### config.mk
export PLATFORM = sky130hd
export DESIGN_NAME = chiptune_reg_loader
export DESIGN_NICKNAME = d
export VERILOG_FILES = /design/src/rtl/chiptune_pkg.sv /design/src/rtl/chiptune_uart_rx.sv /design/src/rtl/chiptune_reg_loader.sv
export SDC_FILE = /design/constraint.sdc
export NUM_CORES = 1
export LEC_CHECK = 0
export CAP_MARGIN = 20
export CELL_PAD_IN_SITES_DETAIL_PLACEMENT = 1
export CELL_PAD_IN_SITES_GLOBAL_PLACEMENT = 2
export CORE_ASPECT_RATIO = 2
export CORE_MARGIN = 2
export CORE_UTILIZATION = 30
export DETAILED_ROUTE_END_ITERATION = 12
export GPL_TIMING_DRIVEN = 0
export PLACE_DENSITY = 0.84
export SYNTH_ARGS = -nofsm -noshare
export SYNTH_HDL_FRONTEND = slang
export SYNTH_SLANG_ARGS = --single-unit
export TNS_END_PERCENT = 1
### constraint.sdc
create_clock -name clk -period 3.5 [get_ports clk]
set_clock_uncertainty 0.05 [all_clocks]
set_input_delay 0.7 -clock clk [delete_from_list [all_inputs] [get_ports clk]]
set_output_delay 0.7 -clock clk [all_outputs]
set_load 0.005 [all_outputs]
### src/rtl/chiptune_pkg.sv
// Shared types and constants for the chiptune register loader.
// Defining CHIPTUNE_PARITY_EN selects an 8E1 frame instead of 8N1.
package chiptune_pkg;

  typedef enum logic [0:0] {
    LD_WAIT_ADDR = 1'b0,
    LD_WAIT_DATA = 1'b1
  } ld_state_t;

  typedef enum logic [2:0] {
    RX_IDLE   = 3'd0,
    RX_START  = 3'd1,
    RX_DATA   = 3'd2,
    RX_PARITY = 3'd3,
    RX_STOP   = 3'd4
  } rx_state_t;

`ifdef CHIPTUNE_PARITY_EN
  localparam int FRAME_LEN = 11;

  // Even parity: the bit that makes the total count of ones even.
  function automatic logic even_parity(input logic [7:0] d);
    return ^d;
  endfunction
`else
  localparam int FRAME_LEN = 10;
`endif

endpackage

### src/rtl/chiptune_uart_rx.sv
// Serial byte receiver: mid-bit sampling, glitch rejection on the start bit,
// framing check on the stop bit (plus even parity when CHIPTUNE_PARITY_EN is defined).
module chiptune_uart_rx #(
  parameter int BIT_DIV = 1250
) (
  input  logic       clk,
  input  logic       rst,
  input  logic       rx,
  output logic [7:0] rx_byte,
  output logic       rx_valid,
  output logic       rx_err,
  output logic       rx_busy
);
  import chiptune_pkg::*;

  localparam int CW = $clog2(BIT_DIV);
  localparam logic [CW-1:0] HALF_M1 = CW'(BIT_DIV / 2 - 1);
  localparam logic [CW-1:0] BIT_M1  = CW'(BIT_DIV - 1);

  logic            sync1_r, sync2_r, prev_r;
  rx_state_t       state_r, state_s;
  logic [CW-1:0]   cnt_r, cnt_s;
  logic [2:0]      bit_idx_r, bit_idx_s;
  logic [7:0]      shift_r, shift_s;
  logic [7:0]      byte_r;
  logic            valid_s, valid_r;
  logic            err_s, err_r;
  logic            fall_s, tick_s, stop_ok_s;
`ifdef CHIPTUNE_PARITY_EN
  logic            par_r, par_s;
`endif

  assign fall_s = prev_r & ~sync2_r;
  assign tick_s = (cnt_r == BIT_M1);
`ifdef CHIPTUNE_PARITY_EN
  assign stop_ok_s = sync2_r & (even_parity(shift_r) == par_r);
`else
  assign stop_ok_s = sync2_r;
`endif

  // Two-flop synchronizer plus one delay stage for falling-edge detection.
  always_ff @(posedge clk) begin
    if (rst) begin
      sync1_r <= 1'b1;
      sync2_r <= 1'b1;
      prev_r  <= 1'b1;
    end else begin
      sync1_r <= rx;
      sync2_r <= sync1_r;
      prev_r  <= sync2_r;
    end
  end

  // Receiver state and datapath registers.
  always_ff @(posedge clk) begin
    if (rst) begin
      state_r   <= RX_IDLE;
      cnt_r     <= {CW{1'b0}};
      bit_idx_r <= 3'd0;
      shift_r   <= 8'h00;
`ifdef CHIPTUNE_PARITY_EN
      par_r     <= 1'b0;
`endif
    end else begin
      state_r   <= state_s;
      cnt_r     <= cnt_s;
      bit_idx_r <= bit_idx_s;
      shift_r   <= shift_s;
`ifdef CHIPTUNE_PARITY_EN
      par_r     <= par_s;
`endif
    end
  end

  // Next-state logic; the start bit is re-checked half a bit after the edge.
  always_comb begin
    state_s   = state_r;
    cnt_s     = cnt_r;
    bit_idx_s = bit_idx_r;
    shift_s   = shift_r;
    valid_s   = 1'b0;
    err_s     = 1'b0;
`ifdef CHIPTUNE_PARITY_EN
    par_s     = par_r;
`endif
    case (state_r)
      RX_IDLE: begin
        cnt_s     = {CW{1'b0}};
        bit_idx_s = 3'd0;
        if (fall_s) state_s = RX_START;
        else        state_s = RX_IDLE;
      end
      RX_START: begin
        if (cnt_r == HALF_M1) begin
          cnt_s = {CW{1'b0}};
          if (sync2_r) state_s = RX_IDLE;
          else         state_s = RX_DATA;
        end else begin
          cnt_s = cnt_r + CW'(1);
        end
      end
      RX_DATA: begin
        if (tick_s) begin
          cnt_s   = {CW{1'b0}};
          shift_s = {sync2_r, shift_r[7:1]};
          if (bit_idx_r == 3'd7) begin
`ifdef CHIPTUNE_PARITY_EN
            state_s = RX_PARITY;
`else
            state_s = RX_STOP;
`endif
          end else begin
            bit_idx_s = bit_idx_r + 3'd1;
          end
        end else begin
          cnt_s = cnt_r + CW'(1);
        end
      end
`ifdef CHIPTUNE_PARITY_EN
      RX_PARITY: begin
        if (tick_s) begin
          cnt_s   = {CW{1'b0}};
          par_s   = sync2_r;
          state_s = RX_STOP;
        end else begin
          cnt_s = cnt_r + CW'(1);
        end
      end
`endif
      RX_STOP: begin
        if (tick_s) begin
          cnt_s   = {CW{1'b0}};
          state_s = RX_IDLE;
          if (stop_ok_s) valid_s = 1'b1;
          else           err_s   = 1'b1;
        end else begin
          cnt_s = cnt_r + CW'(1);
        end
      end
      default: begin
        cnt_s   = {CW{1'b0}};
        state_s = RX_IDLE;
      end
    endcase
  end

  // Registered byte and one-cycle status pulses.
  always_ff @(posedge clk) begin
    if (rst) begin
      byte_r  <= 8'h00;
      valid_r <= 1'b0;
      err_r   <= 1'b0;
    end else begin
      if (valid_s) byte_r <= shift_r;
      else         byte_r <= byte_r;
      valid_r <= valid_s;
      err_r   <= err_s;
    end
  end

  assign rx_byte  = byte_r;
  assign rx_valid = valid_r;
  assign rx_err   = err_r;
  assign rx_busy  = (state_r != RX_IDLE);

endmodule

### src/rtl/chiptune_reg_loader.sv
// Serial register loader: address/data byte pairs write an 8-bit register file,
// with link/heartbeat LEDs. Frame format set by CHIPTUNE_PARITY_EN (8E1) or 8N1.
module chiptune_reg_loader #(
  parameter int CLKRATE  = 12_000_000,
  parameter int BAUDRATE = 9600,
  parameter int NUM_REGS = 16
) (
  input  logic                  clk,
  input  logic                  rst,
  input  logic                  rx,
  output logic [NUM_REGS*8-1:0] reg_data,
  output logic                  wr_stb,
  output logic [6:0]            wr_addr,
  output logic                  frame_err,
  output logic                  link,
  output logic                  blink
);
  import chiptune_pkg::*;

  localparam int BIT_DIV    = CLKRATE / BAUDRATE;
  localparam int TIMEOUT    = 2 * FRAME_LEN * BIT_DIV;
  localparam int TW         = $clog2(TIMEOUT + 1);
  localparam int LINK_HOLD  = CLKRATE / 16;
  localparam int LW         = $clog2(LINK_HOLD + 1);
  localparam int BLINK_HALF = CLKRATE / 2;
  localparam int BW         = $clog2(BLINK_HALF + 1);

  localparam logic [TW-1:0] TO_M1    = TW'(TIMEOUT - 1);
  localparam logic [LW-1:0] LINK_M1  = LW'(LINK_HOLD - 1);
  localparam logic [BW-1:0] BLINK_M1 = BW'(BLINK_HALF - 1);

  logic [7:0]            rx_byte;
  logic                  rx_valid, rx_err, rx_busy;
  ld_state_t             ld_r, ld_s;
  logic [6:0]            addr_r, addr_s;
  logic                  wr_en_s, in_range_s, timeout_s;
  logic [TW-1:0]         to_cnt_r;
  logic [NUM_REGS*8-1:0] reg_data_r;
  logic                  wr_stb_r, frame_err_r, link_r, blink_r;
  logic [6:0]            wr_addr_r;
  logic [LW-1:0]         link_cnt_r;
  logic [BW-1:0]         blink_cnt_r;

  chiptune_uart_rx #(.BIT_DIV(BIT_DIV)) u_rx (
    .clk      (clk),
    .rst      (rst),
    .rx       (rx),
    .rx_byte  (rx_byte),
    .rx_valid (rx_valid),
    .rx_err   (rx_err),
    .rx_busy  (rx_busy)
  );

  assign in_range_s = (int'(addr_r) < NUM_REGS);
  assign timeout_s  = (to_cnt_r == TO_M1);

  // Loader state and latched address.
  always_ff @(posedge clk) begin
    if (rst) begin
      ld_r   <= LD_WAIT_ADDR;
      addr_r <= 7'd0;
    end else begin
      ld_r   <= ld_s;
      addr_r <= addr_s;
    end
  end

  // Loader next-state: framing errors and idle timeouts resync to the address phase.
  always_comb begin
    ld_s    = ld_r;
    addr_s  = addr_r;
    wr_en_s = 1'b0;
    case (ld_r)
      LD_WAIT_ADDR: begin
        if (rx_err) begin
          ld_s = LD_WAIT_ADDR;
        end else if (rx_valid) begin
          addr_s = rx_byte[6:0];
          ld_s   = LD_WAIT_DATA;
        end else begin
          ld_s = LD_WAIT_ADDR;
        end
      end
      LD_WAIT_DATA: begin
        if (rx_err) begin
          ld_s = LD_WAIT_ADDR;
        end else if (rx_valid) begin
          wr_en_s = in_range_s;
          ld_s    = LD_WAIT_ADDR;
        end else if (timeout_s) begin
          ld_s = LD_WAIT_ADDR;
        end else begin
          ld_s = LD_WAIT_DATA;
        end
      end
      default: ld_s = LD_WAIT_ADDR;
    endcase
  end

  // Resync timer: runs only while waiting for a data byte with the line idle.
  always_ff @(posedge clk) begin
    if (rst) begin
      to_cnt_r <= {TW{1'b0}};
    end else if (ld_r != LD_WAIT_DATA || rx_busy) begin
      to_cnt_r <= {TW{1'b0}};
    end else begin
      to_cnt_r <= to_cnt_r + TW'(1);
    end
  end

  // Register file and write/error strobes, updated together.
  always_ff @(posedge clk) begin
    if (rst) begin
      reg_data_r  <= {(NUM_REGS*8){1'b0}};
      wr_addr_r   <= 7'd0;
      wr_stb_r    <= 1'b0;
      frame_err_r <= 1'b0;
    end else begin
      for (int i = 0; i < NUM_REGS; i++) begin
        if (wr_en_s && addr_r == 7'(i)) reg_data_r[8*i +: 8] <= rx_byte;
      end
      if (wr_en_s) wr_addr_r <= addr_r;
      else         wr_addr_r <= wr_addr_r;
      wr_stb_r    <= wr_en_s;
      frame_err_r <= rx_err;
    end
  end

  // Retriggerable activity LED.
  always_ff @(posedge clk) begin
    if (rst) begin
      link_r     <= 1'b0;
      link_cnt_r <= {LW{1'b0}};
    end else if (rx_valid) begin
      link_r     <= 1'b1;
      link_cnt_r <= LINK_M1;
    end else if (link_cnt_r != {LW{1'b0}}) begin
      link_cnt_r <= link_cnt_r - LW'(1);
    end else begin
      link_r <= 1'b0;
    end
  end

  // Free-running 1 Hz heartbeat.
  always_ff @(posedge clk) begin
    if (rst) begin
      blink_r     <= 1'b0;
      blink_cnt_r <= {BW{1'b0}};
    end else if (blink_cnt_r == BLINK_M1) begin
      blink_r     <= ~blink_r;
      blink_cnt_r <= {BW{1'b0}};
    end else begin
      blink_cnt_r <= blink_cnt_r + BW'(1);
    end
  end

  assign reg_data  = reg_data_r;
  assign wr_stb    = wr_stb_r;
  assign wr_addr   = wr_addr_r;
  assign frame_err = frame_err_r;
  assign link      = link_r;
  assign blink     = blink_r;

endmodule

==> results of run 1 <==
## critical path, delay by kind of cell (launching register included)
family / cells / cell delay [ps]
AND/OR/NAND/NOR: 4 / 1450
flip-flops: 1 / 510
buffers and inverters: 2 / 670
AO/OA/AOI/OAI: 1 / 90
## power by group through the flow
stage | registers [mW] | clock network (mW) | logic (mW)
floorplan | 2.99 | 0 | 0.697
global placement | 3.00 | 0 | 0.842
detailed placement | 3.01 | 0 | 0.887
CTS | 2.95 | 2.72 | 0.892
global route | 2.96 | 2.82 | 0.982
finish | 2.95 | 2.63 | 0.887
## worst min-delay path by stage
| stage | endpoint | depth (start not counted) |
|---|---|---|
| final | u_rx.stop_ok_s | 1 |
| after global routing | u_rx.stop_ok_s | 1 |
| after CTS | u_rx.stop_ok_s | 1 |
| after detailed placement | u_rx.stop_ok_s | 1 |
| after global placement | u_rx.stop_ok_s | 1 |
| after floorplan | u_rx.stop_ok_s | 1 |
## sequential cells by signal, summed over array words and instances (netlist names), 3 cells and up
register / flops
addr_r: 7
blink_cnt_r: 23
link_cnt_r: 20
reg_data: 128
to_cnt_r: 15
u_rx.bit_idx_r: 3
u_rx.cnt_r: 11
u_rx.rx_byte: 8
u_rx.shift_r: 8
u_rx.state_r: 3
wr_addr: 7
## cell families (layout without fill, tap and decap cells)
family	after synthesis	after routing	synth area share, %
compound gates	144	144	8.49
xor+xnor	55	55	5.08
fa+ha+maj	9	9	1.19
buf+inv	81	264	3.46
flops	243	243	51.3
mux	63	63	6.73
simple gates	496	496	23.7
## layout by cell type, fill, tap and decap left out, types with 4 or more instances in the layout
master / instances
sky130_fd_sc_hd__xnor2_1: 32
sky130_fd_sc_hd__nand3_1: 39
sky130_fd_sc_hd__a21oi_1: 112
sky130_fd_sc_hd__clkdlybuf4s50_1: 140
sky130_fd_sc_hd__nor3_1: 20
sky130_fd_sc_hd__nand4_1: 13
sky130_fd_sc_hd__clkinv_2: 5
sky130_fd_sc_hd__dfxtp_1: 243
sky130_fd_sc_hd__o41ai_1: 6
sky130_fd_sc_hd__or3_1: 6
sky130_fd_sc_hd__mux2i_1: 60
sky130_fd_sc_hd__ha_1: 9
sky130_fd_sc_hd__or4_1: 4
sky130_fd_sc_hd__clkbuf_16: 25
sky130_fd_sc_hd__o21ai_0: 5
sky130_fd_sc_hd__nor3b_1: 6
sky130_fd_sc_hd__clkbuf_1: 64
sky130_fd_sc_hd__and4_1: 5
sky130_fd_sc_hd__nor4_1: 8
sky130_fd_sc_hd__o31ai_1: 4
sky130_fd_sc_hd__buf_2: 7
sky130_fd_sc_hd__nor2_1: 136
sky130_fd_sc_hd__nor2b_1: 9
sky130_fd_sc_hd__inv_1: 12
sky130_fd_sc_hd__and3_1: 18
sky130_fd_sc_hd__nand2_1: 209
sky130_fd_sc_hd__xor2_1: 23
## metal layers
metal  global-route usage, %  share of wire (%)  up-vias
met5                       0                  0        -
li1                        -                  -     3990
met1                    19.9                 41     3997
met2                    31.0                 51      157
met3                    4.88                6.8       36
met4                    4.30                1.9        0
## per-stage QoR
stage	setup slack, ps	power (mW)	instance area (µm²)	hold WS (ps)	instances
2_1_floorplan	1360	3.68	9480	339	1091
3_3_place_gp	703	3.84	11400	349	1654
3_5_place_dp	561	3.90	11400	351	1654
4_1_cts	567	6.56	12200	366	1697
5_1_grt	282	6.76	12200	383	1697
6_report	581	6.47	12200	364	1697
## area by class of cell
class | instances | area, µm² | share of cell area (%)
buffer | 69 | 283 | 2.32
clock buffer | 33 | 686 | 5.62
clock inverter | 10 | 110 | 0.902
inverter | 12 | 45.0 | 0.369
multi-input combinational | 767 | 4280 | 35.1
sequential | 243 | 4860 | 39.9
tap | 423 | 529 | 4.34
timing repair buffer | 140 | 1400 | 11.5
==> run summary, run 1 <==
The root buffer cell is sky130_fd_sc_hd__clkbuf_16. The worst pin sits at a relative slew slack of 48.1%. The power per unit of standard cell area came out at 530 mW/mm². The number of buffers inserted for hold repair after clock tree synthesis came out at 0. The portion of total power attributed to the clock network came out at 40.7%. The number of distinct library cells after synthesis came out at 53.

The data arrival time of the critical path came out at 3260 ps. The average cell area after synthesis came out at 8.69 µm². Setup total negative slack on the finished layout was measured at 0 ps. The highest achievable clock rate came out at 0.343 GHz. Clock-pin slew was measured on the worst setup and hold paths at 60 ps. The post-synthesis register bit count is 243.

Synthesis produced a netlist with a net count of 1103. The number of DRC markers in iteration 0 is 329. Setup repair after global routing left no endpoint under its margin. The max-slew violation count came out at 0.

The end-of-flow core utilization came out at 39.0%. The number of failing hold endpoints at the final stage was 0. The HPWL after detailed placement is 20500 µm.

The post-synthesis instance area came out at 0.00948 mm². The number of cell rows is 92. The post-cts resize count is 0. The count of flip-flops with a built-in enable after synthesis is 0.

The overall via count from detail_route is 8180. The clock period could shrink to 2920 ps. By count the netlist is led by 243 x sky130_fd_sc_hd__dfxtp_1, 209 x sky130_fd_sc_hd__nand2_1, 136 x sky130_fd_sc_hd__nor2_1.

At the end of the flow, the number of nets in the layout was 1269. The internal power component came out at 4.75 mW. Ranked by total cell area, the synthesized netlist is headed by sky130_fd_sc_hd__dfxtp_1 51%, sky130_fd_sc_hd__nand2_1 8.3%, sky130_fd_sc_hd__mux2i_1 6.3%. The standard cell with the maximum stage delay on the critical path is sky130_fd_sc_hd__nor4_2. The analysis attributes to net switching a power of 1.72 mW.

The worst register-to-register path ends at reg_data[106]. Of the cells placed in the final design, the portion with a size suffix greater than 1 is 4.71%. Clock tree synthesis inserted a total of 24 buffers. The largest vdd supply drop is 376 µV. The delay of the slowest cell on the worst path is 680 ps. The worst hold path startpoint is u_rx.sync1_r.

Of all cell types, the one taking the most synthesized area is sky130_fd_sc_hd__dfxtp_1. The most critical setup path has its startpoint at u_rx.rx_valid. The sequential fraction of the synthesis area came out at 51.3%. The portion of synthesized cell area occupied by the leading cell type came out at 51.3%. The number of setup buffers added after CTS is 0.

The Yosys step of the flow raised 0 warnings. The class of the most critical hold timing path is reg2reg. The via count of the first global-routing pass is 8687. In the synthesized netlist the dominant register cell turns out to be sky130_fd_sc_hd__dfxtp_1. The maximum fanout along the worst path came out at 10. The number of ports placed on the die boundary came out at 142. The worst-case clock buffer depth is 3.

The clock latency reported for the late side of the worst-skew pair is 530 ps. The fraction of power spent switching nets is 26.5%. The worst setup path is launched from a flip-flop. The signal on the critical path passes through nand2b_1 -> nor4_2 -> clkbuf_1 -> buf_2 -> nand4_1 -> nand2_1 -> a21oi_1.

The fraction of power consumed by combinational cells is 13.7%. The area of the core is 0.0313 mm². Once the floorplan was initialized, standard cells occupied 30.3% of the core.

Buffers placed on the I/O ports in this run total 140. For the pin with the worst max-slew slack, the measured transition is 772 ps. The number of cells produced by synthesis came out at 1091.

The relative contribution of sequential cells to total power came out at 45.6%. The die is 130 µm wide. TritonCTS built the clock tree.

Following the worst setup path forward leads to its endpoint at reg_data[106]. The library cell with the highest instance count after synthesis is sky130_fd_sc_hd__dfxtp_1. The CTS sink count came out at 243. The weighted congestion reported at the end of routability-driven placement is 0.796.

The run finished with clean final reports. The setup check on the worst reg-to-reg path leaves a slack of 580 ps. The post-detailed-route DRC marker count came out at 0. The share of async-settable or async-resettable flops after synthesis is 0%. Setup violations remaining at the end of the flow were counted as 0. The total die area is 0.0331 mm².

The total wirelength of the detailed-routed design is 28600 µm. The wire length of the first global-routing pass is 46300 µm. The final clock period utilization by the worst path is 83.4%. The initial antenna violation count is 0. The count of fill cells added during filler insertion is 3771.

The height of the chip came out at 255 µm. The H-tree depth is 1. The max-cap violation count is 0. The number of vias per cell after detailed routing is 4.82. The final antenna-violating net count is 0.

The kind of end point of the critical path is a flip-flop. The number of optimization iterations in the first detailed-route pass is 4. The startpoint of the worst-slack reg-to-reg timing path is u_rx.rx_valid. The area growth from synthesis to layout came out at 28.8%.

The reported leakage power is 4.38 nW. The total routing resource utilization after global routing came out at 17.3%. The number of antenna diodes in the final layout is 0. Entering global routing, the biggest net connects 15 pins. The critical path is of the reg2reg type. After detailed routing, the average wire length per cell comes to 16.9 µm.

The endpoint required time on the critical path is 3840 ps. The total grt overflow is 0. The depth of the worst register-to-register path is 7.
No activity file was read; power rests on OpenSTA's default activity.
==> run 2, diff against run 1 <==
- CORE_UTILIZATION: 30 -> 29
- PLACE_DENSITY: 0.84 -> 0.85
- clock period: 3.5 -> 2.4 ns (I/O delays scaled with it)
==> run summary, run 2 (synthesis results as in run 1) <==
The number of DRC markers in iteration 0 came out at 262 (-20%). The total grt overflow is 0 (unchanged). Setup repair after global routing could not meet its margin everywhere. Leaving out fill and tap cells, the most frequent cells in the layout are 242 x sky130_fd_sc_hd__dfxtp_1, 209 x sky130_fd_sc_hd__nand2_1, 140 x sky130_fd_sc_hd__clkdlybuf4s50_1. The endpoint required time on the critical path came out at 2760 ps (-1080 ps). The post-detailed-route DRC marker count is 0 (unchanged).

The worst setup path is of the reg2reg kind. The total wirelength of the detailed-routed design is 29500 µm (+3.0%). The count of endpoints failing setup in the final report came out at 0 (unchanged). The largest vdd supply drop is 618 µV (+65%). The number of diodes added for antenna fixing is 0 (unchanged).

The CTS sink count came out at 243 (unchanged). The initial antenna violation count came to 0 (unchanged). The layout cell share with drive strength beyond 1 is 5.72% (+1.0 points). The depth of the worst register-to-register path came to 7 (unchanged). The clock-pin slew of the registers on the worst-case setup and hold paths was 60 ps (about the same). The initial cell density of the core is 29.4% (-0.87 points).

The number of ports placed on the die boundary is 142 (unchanged). The clock latency reported for the late side of the worst-skew pair is 550 ps (+20 ps). The overall via count from detail_route came out at 8144 (-0.44%). The global-route track usage on met3 is 2.98% (-1.9 points). The number of failing hold endpoints at the final stage is 0 (unchanged). The final antenna-violating net count is 0 (unchanged). The count of fill cells added during filler insertion came to 3770 (-0.027%). The number of buffers inserted for hold repair after clock tree synthesis came out at 0 (unchanged). The final clock period utilization by the worst path came out at 95.5% (+12 points). The number of flip-flops under the largest register name is 128 (unchanged). The slew at the pin closest to its max-slew limit is 864 ps (+91.8 ps).

The largest net degree at the start of global routing is 16 (+1). The relative slew slack is 42.2% (-5.9 points). The H-tree depth is 1 (unchanged). The reported leakage power was 4.43 nW (+1.1%). The power per unit of standard cell area came out at 788 mW/mm² (+49%).

The met1 usage in global routing came to 16.9% (-3.0 points). The run finished with clean final reports. The global routing usage on met2 is 34.9% (+3.9 points). The layer flagged by global routing as most heavily used is met2. The clock tree from TritonCTS is done.

The worst setup path is launched from a flip-flop. STA classifies the critical path endpoint as a flip-flop. The quantity of I/O buffers inserted on ports is 140 (unchanged). The number of optimization iterations in the first detailed-route pass is 4 (unchanged). The final routed wire length divided by cell count is 17.3 µm (+2.7%).

The end-of-flow core utilization is 38.3% (-0.70 points). The wire length of the first global-routing pass came out at 46600 µm (+0.75%). The number of buffers inserted during clock tree synthesis was 24 (unchanged). The worst-case clock buffer depth came out at 3 (unchanged).

Leaving out fill and tap cells, the most frequent cell in the layout is sky130_fd_sc_hd__dfxtp_1. The highest achievable clock rate is 0.436 GHz (+27%). The weighted congestion reported at the end of routability-driven placement was 0.816 (+2.6%). The area growth from synthesis to layout came out at 30.2%.

The data arrival time of the critical path is 2650 ps (-610 ps). The max-slew violation count is 0 (unchanged). The area of the core came out at 0.0322 mm² (+2.9%). The final-layout worst hold slack is 370 ps (+5.34 ps). The height of the chip came out at 260 µm (+1.7%). The worst reg-to-reg setup slack is 110 ps (-470 ps). The number of cell rows is 93 (+1.1%). The via count of the first global-routing pass came out at 8459 (-2.6%). The total routing resource utilization after global routing came to 17.0% (-0.32 points). The tightest min-delay check is of the reg2reg type.

The maximum fanout along the worst path is 10 (unchanged). The max-cap violation count came out at 0 (unchanged). The HPWL after detailed placement is 21700 µm (+6.0%).

The die extent in x came to 132 µm (+1.7%). CTS placed an instance of sky130_fd_sc_hd__clkbuf_16 at the clock tree root. The clock period minus worst slack is 2290 ps (-627 ps). The number of vias per cell after detailed routing came out at 4.78 (-0.79%). The total die area is 0.0342 mm² (+3.4%). The final-stage net count is 1271 (+0.16%). The number of cells on the worst hold path is 1 (unchanged).
[run 2: routing by layer]
layer | routed length, µm | up-vias
met4 | 750 | 0
li1 | - | 4008
met2 | 16700 | 143
met1 | 10800 | 3951
met5 | 0 | -
met3 | 1270 | 42
[run 2: layout make-up]
| type | instances | area (µm²) | share of cell area, % |
|---|---|---|---|
| clock inverters | 11 | 175 | 1.42 |
| well taps | 427 | 534 | 4.33 |
| inverters | 12 | 45.0 | 0.365 |
| clock buffers | 32 | 681 | 5.52 |
| multi-input cells | 767 | 4330 | 35.1 |
| flip-flops and latches | 243 | 4870 | 39.4 |
| repair buffers | 142 | 1420 | 11.5 |
| plain buffers | 69 | 288 | 2.33 |
[run 2: final timing paths]
check,to,startpoint
setup reg to reg,blink_cnt_r[11],blink_cnt_r[0]
setup / recovery,blink_cnt_r[11],blink_cnt_r[0]
hold reg to reg,u_rx.stop_ok_s,u_rx.sync1_r
hold / removal,u_rx.stop_ok_s,u_rx.sync1_r
[run 2: worst max-delay path, stage by stage (launching register included)]
cell and delay (ps):
sky130_fd_sc_hd__dfxtp_1 370, sky130_fd_sc_hd__ha_1 190, sky130_fd_sc_hd__and3_1 230, sky130_fd_sc_hd__nand4_1 180, sky130_fd_sc_hd__or4_1 610, sky130_fd_sc_hd__nand2b_1 210
sky130_fd_sc_hd__buf_2 260, sky130_fd_sc_hd__nor2_1 80
[run 2: what timing repair did]
item / 4_1_cts / 5_1_grt
pin swaps: 2 / 0
setup endpoints to repair: 177 / 84
gates resized for setup: 5 / 9
buffers inserted: 2 / 0
[run 2: metrics by stage]
step	area, µm²	total power [mW]	worst slack [ps]	cells	TNS, ps
finish	12300	9.72	108	1703	0
CTS	12300	9.82	-12.1	1703	-24.2
detailed placement	11400	5.68	-739	1658	-83760
floorplan	9480	5.37	258	1091	0
global route	12300	10.1	-62.6	1703	-873
global placement	11400	5.65	-623	1658	-69350
[run 2: report_power, final]
part / leakage (nW) / switching, mW / internal [mW]
Clock: 0.415 / 1.67 / 2.43
Combinational: 2.05 / 0.747 / 0.554
Sequential: 1.96 / 0.148 / 4.16
Total: 4.43 / 2.57 / 7.15
